$ cat src/rtl/rr_arbiter_n_hold.sv
// rr_arbiter_n_hold: N-requester round-robin arbiter with registered one-hot
// grant that stays locked on the winner until it pulses done or drops req.
// Optional hold limit: define RR_ARB_HOLD_LIMIT_EN to force a release after
// MAX_HOLD granted cycles. With the macro undefined a holder may keep its grant
// forever, and MAX_HOLD is only range-checked.
module rr_arbiter_n_hold #(
  parameter  int N        = 4,
  parameter  int MAX_HOLD = 8,
  localparam int IDW      = (N > 1) ? $clog2(N) : 1
) (
  input  logic           clk,
  input  logic           rst,
  input  logic [N-1:0]   req,
  input  logic [N-1:0]   done,
  output logic [N-1:0]   gnt,
  output logic [IDW-1:0] gnt_id,
  output logic           gnt_valid
);

  typedef enum logic {IDLE, BUSY} state_t;

  state_t         state;
  logic [IDW-1:0] ptr;        // highest-priority requester at next arbitration
  logic           expire;     // forced release from the hold limit
  logic           excl;       // holder must not win the release arbitration
  logic           release_c;  // current holder gives up the grant this edge
  logic [N-1:0]   cand;
  logic           found;
  logic [IDW-1:0] win;
  logic [N-1:0]   win_oh;
  logic [IDW-1:0] ptr_nxt;

  // Elaboration-time parameter range check
  if (N < 2 || MAX_HOLD < 1) begin : g_bad_param
    $error("rr_arbiter_n_hold: need N >= 2 and MAX_HOLD >= 1");
  end

`ifdef RR_ARB_HOLD_LIMIT_EN
  localparam int CW = $clog2(MAX_HOLD + 1);
  logic [CW-1:0] hold_cnt;

  // The last granted cycle of the allowance is the one where cnt = MAX_HOLD-1
  assign expire = (state == BUSY) && (hold_cnt == CW'(MAX_HOLD - 1));

  // Count granted cycles of the current holder; restart on every new grant
  always_ff @(posedge clk or posedge rst) begin
    if (rst)                               hold_cnt <= '0;
    else if (state == IDLE || release_c)   hold_cnt <= '0;
    else                                   hold_cnt <= hold_cnt + 1'b1;
  end
`else
  assign expire = 1'b0;
`endif

  assign excl      = done[gnt_id] | expire;
  assign release_c = (state == BUSY) && (excl || !req[gnt_id]);

  // Candidate set: on a done/forced release the holder sits out this round
  always_comb begin
    cand = req;
    if (state == BUSY && excl) cand[gnt_id] = 1'b0;
  end

  // Search cand from ptr upward with wrap; ptr already points past the holder
  always_comb begin
    int j;
    found = 1'b0;
    win   = '0;
    for (int i = 0; i < N; i++) begin
      j = int'(ptr) + i;
      if (j >= N) j = j - N;
      if (!found && cand[j]) begin
        found = 1'b1;
        win   = IDW'(j);
      end
    end
  end

  // One-hot form of the winner and the pointer value that follows it
  always_comb begin
    win_oh      = '0;
    win_oh[win] = 1'b1;
    ptr_nxt     = (win == IDW'(N - 1)) ? '0 : win + 1'b1;
  end

  // Grant state: take a winner from IDLE, or hand over / drop on release
  always_ff @(posedge clk or posedge rst) begin
    if (rst) begin
      state     <= IDLE;
      gnt       <= '0;
      gnt_id    <= '0;
      gnt_valid <= 1'b0;
      ptr       <= '0;
    end else begin
      case (state)
        IDLE: begin
          if (found) begin
            state     <= BUSY;
            gnt       <= win_oh;
            gnt_id    <= win;
            gnt_valid <= 1'b1;
            ptr       <= ptr_nxt;
          end
        end
        BUSY: begin
          if (release_c) begin
            if (found) begin
              gnt       <= win_oh;
              gnt_id    <= win;
              gnt_valid <= 1'b1;
              ptr       <= ptr_nxt;
            end else begin
              state     <= IDLE;
              gnt       <= '0;
              gnt_valid <= 1'b0;
            end
          end
        end
        default: state <= IDLE;
      endcase
    end
  end

endmodule
$ cat config.mk
export PLATFORM = sky130hd
export DESIGN_NAME = rr_arbiter_n_hold
export DESIGN_NICKNAME = d
export VERILOG_FILES = /design/src/rtl/rr_arbiter_n_hold.sv
export SDC_FILE = /design/constraint.sdc
export NUM_CORES = 1
export LEC_CHECK = 0
export BUFFER_PORTS_ARGS = -buffer_cell sky130_fd_sc_hd__clkbuf_2
export CAP_MARGIN = 40
export CORE_MARGIN = 2
export CORE_UTILIZATION = 45
export DETAILED_ROUTE_END_ITERATION = 6
export PLACE_DENSITY = 0.79
export RECOVER_POWER = 100
export SYNTH_ARGS = -nofsm -noshare
export SYNTH_HDL_FRONTEND = slang
export SYNTH_SLANG_ARGS = --single-unit
export TNS_END_PERCENT = 20
$ cat constraint.sdc
create_clock -name clk -period 2 [get_ports clk]
set_input_delay 0 -clock clk [delete_from_list [all_inputs] [get_ports clk]]
set_output_delay 0 -clock clk [all_outputs]
set_load 0.005 [all_outputs]
* Word-level counts from Yosys, hierarchy flattened
Index checks and enable logic that the tools add are counted.
** Storage, ports and cells
- Bits in registers :: 10
- Input port bits :: 10
- Output and inout port bits :: 7
** Operators by class
- Add/sub/neg operators :: 8
- Order comparisons :: 12
- Equal/unequal tests :: 3
- Muxes and demuxes :: 50
- Bitwise logic cells :: 3
- Reductions and logical operators :: 13
** Operators by type and width (count)
- 32-bit by 4-bit less-than comparator with 1-bit output (second input constant) :: 4
- 32-bit 2-to-1 mux :: 4
- 1-bit 2-to-1 mux :: 20
- 2-bit 2-to-1 mux :: 9
- 4-bit 2-to-1 mux :: 4
- 1-bit binary-select mux with 2-bit select :: 6
- 3-bit by 3-bit subtractor with 4-bit output (second input constant) :: 3
- 3-bit greater-or-equal comparator (second input constant) :: 3
- 2-bit one-hot mux with 2 select lines :: 2
- 4-bit one-hot mux with 2 select lines :: 1
- 1-bit logical AND :: 7
- 2-bit by 2-bit adder with 3-bit output (second input constant) :: 2
- 2-bit by 3-bit less-than comparator with 1-bit output (second input constant) :: 2
- 4-bit bitwise AND :: 1
- 1-bit demux with 2-bit select :: 2
- 2-bit by 1-bit greater-or-equal comparator with 1-bit output (second input constant) :: 2
- 1-bit logical NOT :: 4
- 4-bit NOT :: 1
- 1-bit one-hot mux with 2 select lines :: 2
- 2-bit by 3-bit subtractor with 4-bit output (second input constant) :: 1
- 2-bit by 1-bit adder with 3-bit output (second input constant) :: 1
- 2-bit by 3-bit greater-or-equal comparator with 1-bit output (second input constant) :: 1
- 2-bit by 1-bit adder with 2-bit output (second input constant) :: 1
- 2-bit == test (second input constant) :: 1
- other kinds (5) :: 5

* Logic depth before layout (Yosys ltp)
Gate-level depths: netlist (run 1).
- Word-level depth :: 27
- Gate-level depth with buffers :: 8
- Depth with buffers taken out :: 7

* Least setup slack after synthesis (run 1)
OpenSTA, ideal clock, no wires.
- Path kind :: register to register
- From :: register gnt_id[1]
- To :: register ptr[1]
- Arrival time :: 1896 ps
- Setup slack :: -21 ps
- Stages on the path, launching flop included :: 9
- Clock period less this slack :: 2021 ps
- Cell sequence :: dfrtp_1 > buf_6 > nand4bb_1 > nand2_1 > o22ai_1 > a221o_1 > nor2b_1 > ha_1 > mux2_4
** Between the ends
- Cells in the longest elaborated chain, start to end :: 25
- Elaborated cells on any way between the ends :: 49
- Classes of those cells :: add/sub: 1; order compare: 2; eq/ne: 2; mux: 31; bitwise: 2; reduce/logical: 11
** RTL lines
- from (decl) :: line 16 : output logic [IDW-1:0] gnt_id,
- from (signal assigned) :: line 100 : gnt_id <= win;
- from (signal assigned) :: line 109 : gnt_id <= win;
- 2-bit by 3-bit less-than comparator with 1-bit output (implied by the code) or 2-bit by 1-bit greater-or-equal comparator with 1-bit output (tied branches) :: line 61 : if (state == BUSY && excl) cand[gnt_id] = 1'b0;
- 1-bit logical AND (implied by the code) :: line 61
- 1-bit 2-to-1 mux (implied by the code) :: line 61
- 1-bit demux with 2-bit select :: line 61
- 4-bit NOT (no source line)
- 4-bit bitwise AND (no source line)
- 4-bit 2-to-1 mux * :: line 61
- 1-bit binary-select mux with 2-bit select :: line 72 : if (!found && cand[j]) begin
- [11 not listed]
- 2-bit 2-to-1 mux * :: line 72
- net win[0] :: line 29 : logic [IDW-1:0] win;
- 2-bit by 1-bit adder with 2-bit output or 2-bit == test (tied branches) :: line 83 : ptr_nxt = (win == IDW'(N - 1)) ? '0 : win + 1'b1;
- 2-bit 2-to-1 mux * :: line 83
- net ptr_nxt[1] :: line 31 : logic [IDW-1:0] ptr_nxt;
- 2-bit 2-to-1 mux * :: line 97, 107
- 2-bit 2-to-1 mux :: line 106 : if (release_c) begin
- 2-bit one-hot mux with 2 select lines * :: line 95 : case (state)
- to (signal assigned) :: line 102 : ptr <= ptr_nxt;
- to (signal assigned) :: line 111 : ptr <= ptr_nxt;
- to (decl) :: line 23 : logic [IDW-1:0] ptr;
Mark *: on every way through the listed nets, which the timed path passes. The rest lies on a longest branch. The select of a mux whose other input is x is not followed.
A chain may end at the register's enable or synchronous reset.

* Worst setup path in the final report (run 1)
- From :: register state
- To :: register gnt[2]
** Between the ends
- Cells in the longest elaborated chain, start to end :: 22
- Elaborated cells on any way between the ends :: 42
- Classes of those cells :: order compare: 2; eq/ne: 2; mux: 27; bitwise: 1; reduce/logical: 10
** RTL lines
- from (decl) :: line 22 : state_t state;
- from (signal assigned) :: line 89 : state <= IDLE;
- from (signal assigned) :: line 98 : state <= BUSY;
- from (signal assigned) :: line 113 : state <= IDLE;
- 1-bit logical AND :: line 61
- 4-bit 2-to-1 mux :: line 61
- 1-bit binary-select mux with 2-bit select :: line 72
- 1-bit 2-to-1 mux (implied by the code) (2 in series) :: line 72
- 1-bit 2-to-1 mux :: line 72
- 1-bit logical NOT :: line 72
- 1-bit logical AND :: line 72
- 1-bit 2-to-1 mux :: line 72
- [5 not listed]
- 2-bit 2-to-1 mux :: line 72
- 2-bit by 3-bit less-than comparator with 1-bit output (implied by the code) or 2-bit by 1-bit greater-or-equal comparator with 1-bit output (tied branches) :: line 82 : win_oh[win] = 1'b1;
- 1-bit logical AND (implied by the code) :: line 82
- 1-bit 2-to-1 mux (implied by the code) :: line 82
- 1-bit demux with 2-bit select :: line 82
- 4-bit 2-to-1 mux :: line 107 : if (found) begin
- 4-bit 2-to-1 mux :: line 106
- 4-bit one-hot mux with 2 select lines :: line 95
- to (signal assigned) :: line 99 : gnt <= win_oh;
- to (signal assigned) :: line 108 : gnt <= win_oh;
- to (decl) :: line 15 : output logic [N-1:0] gnt,
Several ways; a longest one is shown, not always the timed one. The select of a mux whose other input is x is not followed.

==> impl_metrics.toml, run 1 <==
[clock_network]
cts_tree = "built"
path_clk_slew_ps = 70
clock_sinks = 10
cts_buffers = 3
cts_buffer_depth = 2
cts_root_buf = "clkbuf_4"
htree_levels = 1
clkLatencyLatePin_ps = 280

[timing]
rsz0062_at_grt = "yes"
setup_viol_count_final = 4
finalWorstSetupSlack_ps = -62.47
clock.fmax_mhz = 484.9
hold_viol_final = 0
tightest_slew_ps = 381.5
final_max_slew_viol_count = 0
clock_skew_ps = 6.193
finalCriticalPeriod_ps = 2062
finalCritPeriodShare_pct = 103.1
relSlewSlack_pct = 74.24
setup_tns_ps = -148.6

[setup_path]
r2r_cells = 7
required_ps = 2160
critPathBufInv = 0
critPathKind = "flop to flop"
path_cells = "nand4b_1 > and2_4 > o32ai_2 > a221o_1 > or2b_1 > ha_2 > a22o_1"
end_kind = "flop"
arrival_ps = 2220
ff2ff_setup_slack_ps = -60
rr_startpoint = "state"
regToRegEndpoint = "gnt[2]"
crit_path_top_delay_cell = "dfrtp_2"
critPathLaunchType = "flop"
critical_path.top_delay_family = "simple AND/OR/NAND/NOR gates"
worstPathMaxFanout = 5
max_stage_delay_ps = 460

[final_layout]
layout.nets = 108
syn2layout_area_growth_pct = 44.42
drive_gt1_share_pct = 56.99
final_cells = 108
final_area_um2 = 939.7
final_core_util_pct = 70.45
n_antenna_cell = 0
fill_cells = 92

[detailed_routing]
ant_nets = 0
dr_total_vias = 635
viasPerCell = 5.880
drt_pass1_iterations = 4
first_iter_violations = 18
drc = 0
drt-total-wl_mm = 1.906
wl_per_cell_um = 17.65

[min_path]
holdPathStages = 3
hold_path_end = "state"
hp-class = "input port to flop"
worstHoldStart = "req[0]"

[yosys]
synthTopCellsByArea = "dfrtp_1 38%, ha_1 7.7%, mux2_4 6.9%"
syn_nets = 72
yosysTopAreaCellShare_pct = 38.46
synth_top_area_cell = "dfrtp_1"
yosysUniqueCellTypes = 29
yosys_warnings = 0
syn_area_um2 = 650.6
syn_area_per_cell_um2 = 11.22
synthesis.instances = 58
synth-seq-area-share_pct = 38.46
ys_ff_latch = 10

[global_route]
grt_max_degree = 11
grt_usage_pct = 22.26
grt_first_pass_wirelength_mm = 2.925
first_global_vias = 605
overflow = 0
antenna_found_initial = 0

[die]
std_cell_rows = 13
start_util_pct = 48.78
dieArea_mm2 = 0.001766
die_y_um = 42.03
ios = 17
core-area_mm2 = 0.001334
die_x_um = 42.03

[power]
p_leak_nw = 0.4646
p_per_area_mw_per_mm2 = 1611
totalPowerFinal_mw = 1.514
ir_drop_mv = 0.9100

[status]
status = "finished, violations left"
violations = "setup timing"

[placement]
gp_congestion = 0.8519
dp_cells = 95
dpl_cell_area_um2 = 789.5
hpwl_mm = 1.201
port_buffers = 16

[job]
drv_cap = 0
[report_power, final]
part	leakage (nW)	switching, mW	internal (mW)
clock network	0.0210	0.0796	0.111
registers	0.117	0.0954	0.295
logic	0.327	0.392	0.542
[layout make-up]
class	count	area, um^2	share of cell area (%)
Sequential cell	10	254.0	27.03
Inverter	5	18.77	1.997
Multi-Input combinational cell	41	406.6	43.28
Clock buffer	4	36.28	3.862
Timing Repair Buffer	33	205.2	21.84
Tap cell	15	18.77	1.997
[worst register-to-register path, stage by stage, from the launching register on]
cell,delay [ps]
dfrtp_2,460
nand4b_1,240
and2_4,200
o32ai_2,50
a221o_1,310
or2b_1,280
ha_2,200
a22o_1,210
[what timing repair did]
action / CTS / global route
gates resized for setup: 8 / 5
gates cloned: 0 / 0
hold buffers: 1 / 0
endpoints found under the setup margin: 4 / 4
endpoints found under the hold margin: 10 / 0
setup buffers: 3 / 5
pin swaps: 7 / 7
[metal layers]
layer	wire (um)	vias to the layer above	track usage, %
met1	825	303	29.75
met2	937	28	36.56
li1	-	295	-
met4	65	0	7.500
met3	77	9	3.879
met5	0	-	0
[stage by stage]
stage	worst slack (ps)	hold WS, ps
floorplan	4.782	-159.8
global placement	26.17	-28.03
detailed placement	-62.15	-21.37
CTS	-13.35	86.00
global route	-103.4	98.81
finish	-62.47	97.23
[placed cells by master, fill, tap and decap left out, drive strengths merged, types with 2 or more instances in the layout]
cell    Yosys  routed
o311ai      2       2
ha          4       4
inv         5       5
mux2        3       3
nand4b      2       2
nand3b      3       3
dfrtp      10      10
nand3       2       2
nand2       3       3
and2        3       3
clkbuf      0      22
a22o        4       4
buf         2      14
[cells in the mapped netlist]
cell type / instances
buf_6: 2
a22o_1: 4
or2b_1: 1
and2_4: 1
o32ai_1: 1
nand3_2: 1
nand4bb_1: 1
nand2_1: 3
a2bb2oi_1: 1
nand3_1: 1
a221o_1: 1
dfrtp_1: 10
o22ai_1: 1
a21oi_1: 1
a32o_1: 1
o311ai_0: 2
nor2b_1: 1
inv_1: 5
a21o_1: 1
ha_1: 4
nand3b_1: 3
o21ai_0: 1
a22oi_2: 1
nand4_1: 1
mux2_4: 3
nand4b_1: 2
mux2i_1: 1
o22a_1: 1
and2_1: 2
[cells by family (layout without fill, tap and decap cells)]
family	count (synthesis)	in the layout	share of synthesized area, %
AOI/OAI and AO/OA	16	16	20.77
adders and majority gates	4	4	7.693
buffers and inverters	7	42	6.346
DFF	10	10	38.46
muxes	4	4	8.461
and+or+nand+nor	17	17	18.27
[worst max-delay path by stage]
stage | from | to | slack [ps] | cells after the start
after detailed placement | gnt_id[1] | ptr[1] | -60 | 6
after global routing | state | gnt[2] | -100 | 7
final | state | gnt[2] | -60 | 7
after floorplan | gnt_id[1] | ptr[1] | 5 | 8
after CTS | state | gnt[0] | -10 | 7
after global placement | gnt_id[1] | ptr[1] | 30 | 6
[flip-flops by register name, indices dropped and copies added, names as in the netlist]
| signal | count |
|---|---|
| gnt | 4 |
| state | 1 |
| gnt_id | 2 |
| ptr | 2 |
| gnt_valid | 1 |
Power figures use the tool's default switching activity.
==> inputs of run 2 (changes only) <==
--- a/config.mk
+++ b/config.mk
@@ -10,7 +10,7 @@
 export CORE_MARGIN = 2
 export CORE_UTILIZATION = 45
 export DETAILED_ROUTE_END_ITERATION = 6
-export PLACE_DENSITY = 0.79
+export PLACE_DENSITY = 0.77
 export RECOVER_POWER = 100
 export SYNTH_ARGS = -nofsm -noshare
 export SYNTH_HDL_FRONTEND = slang
==> constraint.sdc (replaced) <==
create_clock -name clk -period 2.3 [get_ports clk]
set_input_delay 0 -clock clk [delete_from_list [all_inputs] [get_ports clk]]
set_output_delay 0 -clock clk [all_outputs]
set_load 0.005 [all_outputs]
==> impl_metrics.toml, run 2 (synthesis results as in run 1) <==
[die]
ios = 17
dieArea_mm2 = 0.001766
die_x_um = 42.03
start_util_pct = 48.78
die_y_um = 42.03
std_cell_rows = 13
core-area_mm2 = 0.001334

[detailed_routing]
dr_total_vias = 546
drt-total-wl_mm = 1.309
ant_nets = 0
viasPerCell = 5.935
drt_pass1_iterations = 4
first_iter_violations = 19
drc = 0
wl_per_cell_um = 14.23

[final_layout]
fill_cells = 124
multiInputGateArea_um2 = 341.6
drive_gt1_share_pct = 24.68
layout_commonest_cell = "clkbuf_2"
largestRegisters = "gnt: 4 flops, gnt_id: 2 flops, ptr: 2 flops"
final_cell_mix = "13 x clkbuf_2, 10 x dfrtp_1, 5 x inv_1"
syn2layout_area_growth_pct = 15.58
regArea_um2 = 250.2
largest_register_ffs = 4
final_cells = 92
n_antenna_cell = 0
top_register = "gnt"
layout.nets = 92
final_area_um2 = 752.0

[clock_network]
clock_sinks = 10
cts_buffer_depth = 2
path_clk_slew_ps = 70
cts_root_buf = "clkbuf_4"
cts_buffers = 3
clkLatencyLatePin_ps = 260
htree_levels = 1
cts_tree = "built"

[setup_path]
worstPathMaxFanout = 10
path_cells = "nand4b_1 > a22oi_1 > nand3_1 > nor2b_2 > ha_1 > mux2_4"
arrival_ps = 2260
critPathKind = "flop to flop"
crit_path_top_delay_cell = "dfrtp_1"
max_stage_delay_ps = 470
required_ps = 2450
critPathLaunchType = "flop"
end_kind = "flop"

[power]
p_clk_share_pct = 15.9
p_sw_share_pct = 38.17
p_per_area_mw_per_mm2 = 1300
internal_power_uw = 604.3
p_comb_share_pct = 49.6
p_sw_uw = 373.0
seqPwrFrac_pct = 34.5
ir_drop_mv = 0.6290
p_leak_nw = 0.3684

[timing]
hold_viol_final = 0
finalCriticalPeriod_ps = 2111
clock.fmax_mhz = 473.8
finalWorstSetupSlack_ps = 189.5
timing.hold.ws_ps = 157.1
finalCritPeriodShare_pct = 91.76
rsz0062_at_grt = "no"
tightest_slew_ps = 482.7
clock_skew_ps = 3.003
setup_tns_ps = 0
setup_viol_count_final = 0
final_max_slew_viol_count = 0
relSlewSlack_pct = 67.48

[placement]
dpl_cell_area_um2 = 726.9
port_buffers = 16
dp_slack_ps = 158.0
hpwl_mm = 1.049
dp_cells = 87
gp_congestion = 0.7877

[global_route]
grt_max_degree = 11
antenna_found_initial = 0
grt_usage_pct = 17.69
grt_first_pass_wirelength_mm = 2.408
first_global_vias = 522
overflow = 0

[job]
drv_cap = 0

[min_path]
hp-class = "input port to flop"

[status]
status = "complete, no violations"
run 2: changes by cell type in the layout (fill, tap and decap cells not counted), moves of 2 or more:
cell	previous run	this run
mux2_1	0	2
mux2_4	3	1
ha_2	2	0
ha_1	2	4
dfrtp_1	7	10
and2_1	1	3
and2_4	2	0
clkbuf_2	15	13
dfrtp_2	3	0
buf_4	14	0
run 2: cell type report:
type,instances,area share [%]
flip-flops and latches,10,33.28
repair buffers,17,11.48
clock buffers,4,4.825
multi-input cells,41,45.42
inverters,5,2.496
well taps,15,2.496
run 2: final timing paths:
path,from,endpoint,slack [ps],cells past startpoint
worst max register to register,gnt_id[1],ptr[1],190,6
min in group asynchronous,rst,gnt_valid,250,3
worst min register to register,gnt_valid,gnt_valid,490,1
max in group asynchronous,rst,ptr[1],1790,3
worst min-delay path,req[2],state,160,3
worst max-delay path,gnt_id[1],ptr[1],190,6
run 2: through the flow:
stage	total power, mW	util (%)
floorplan	0.7721	-
detailed placement	0.8773	54.50
global route	1.072	56.38
finish	0.9773	56.38
global placement	0.8594	54.50
CTS	1.035	57.97
run 2: timing repair:
item                                    CTS  global route
gates resized for setup                   0             1
hold endpoints to repair                 10             0
endpoints found under the setup margin    0             1
hold buffers                              1             0
setup buffers                             0             0
run 2: worst max-delay path, delay by kind of cell, from the launching register on:
family,cells,cell delay (ps)
AOI/OAI and AO/OA,1,270
and+or+nand+nor,3,720
DFF,1,470
adders and majority gates,1,290
muxes,1,250
run 2: power groups by stage:
stage               Combinational (mW)  Clock [mW]  Sequential, mW
floorplan                        0.456           0           0.316
global placement                 0.524           0           0.336
detailed placement               0.536           0           0.341
CTS                              0.539       0.158           0.337
global route                     0.548       0.173           0.352
finish                           0.485       0.155           0.338
run 2: per-layer routing:
layer	track usage (%)	share of wire, %	up-vias
met1	23.77	44	268
met5	0	0	-
met3	7.328	7.3	0
met4	1.250	0	0
met2	28.13	49	17
li1	-	-	261
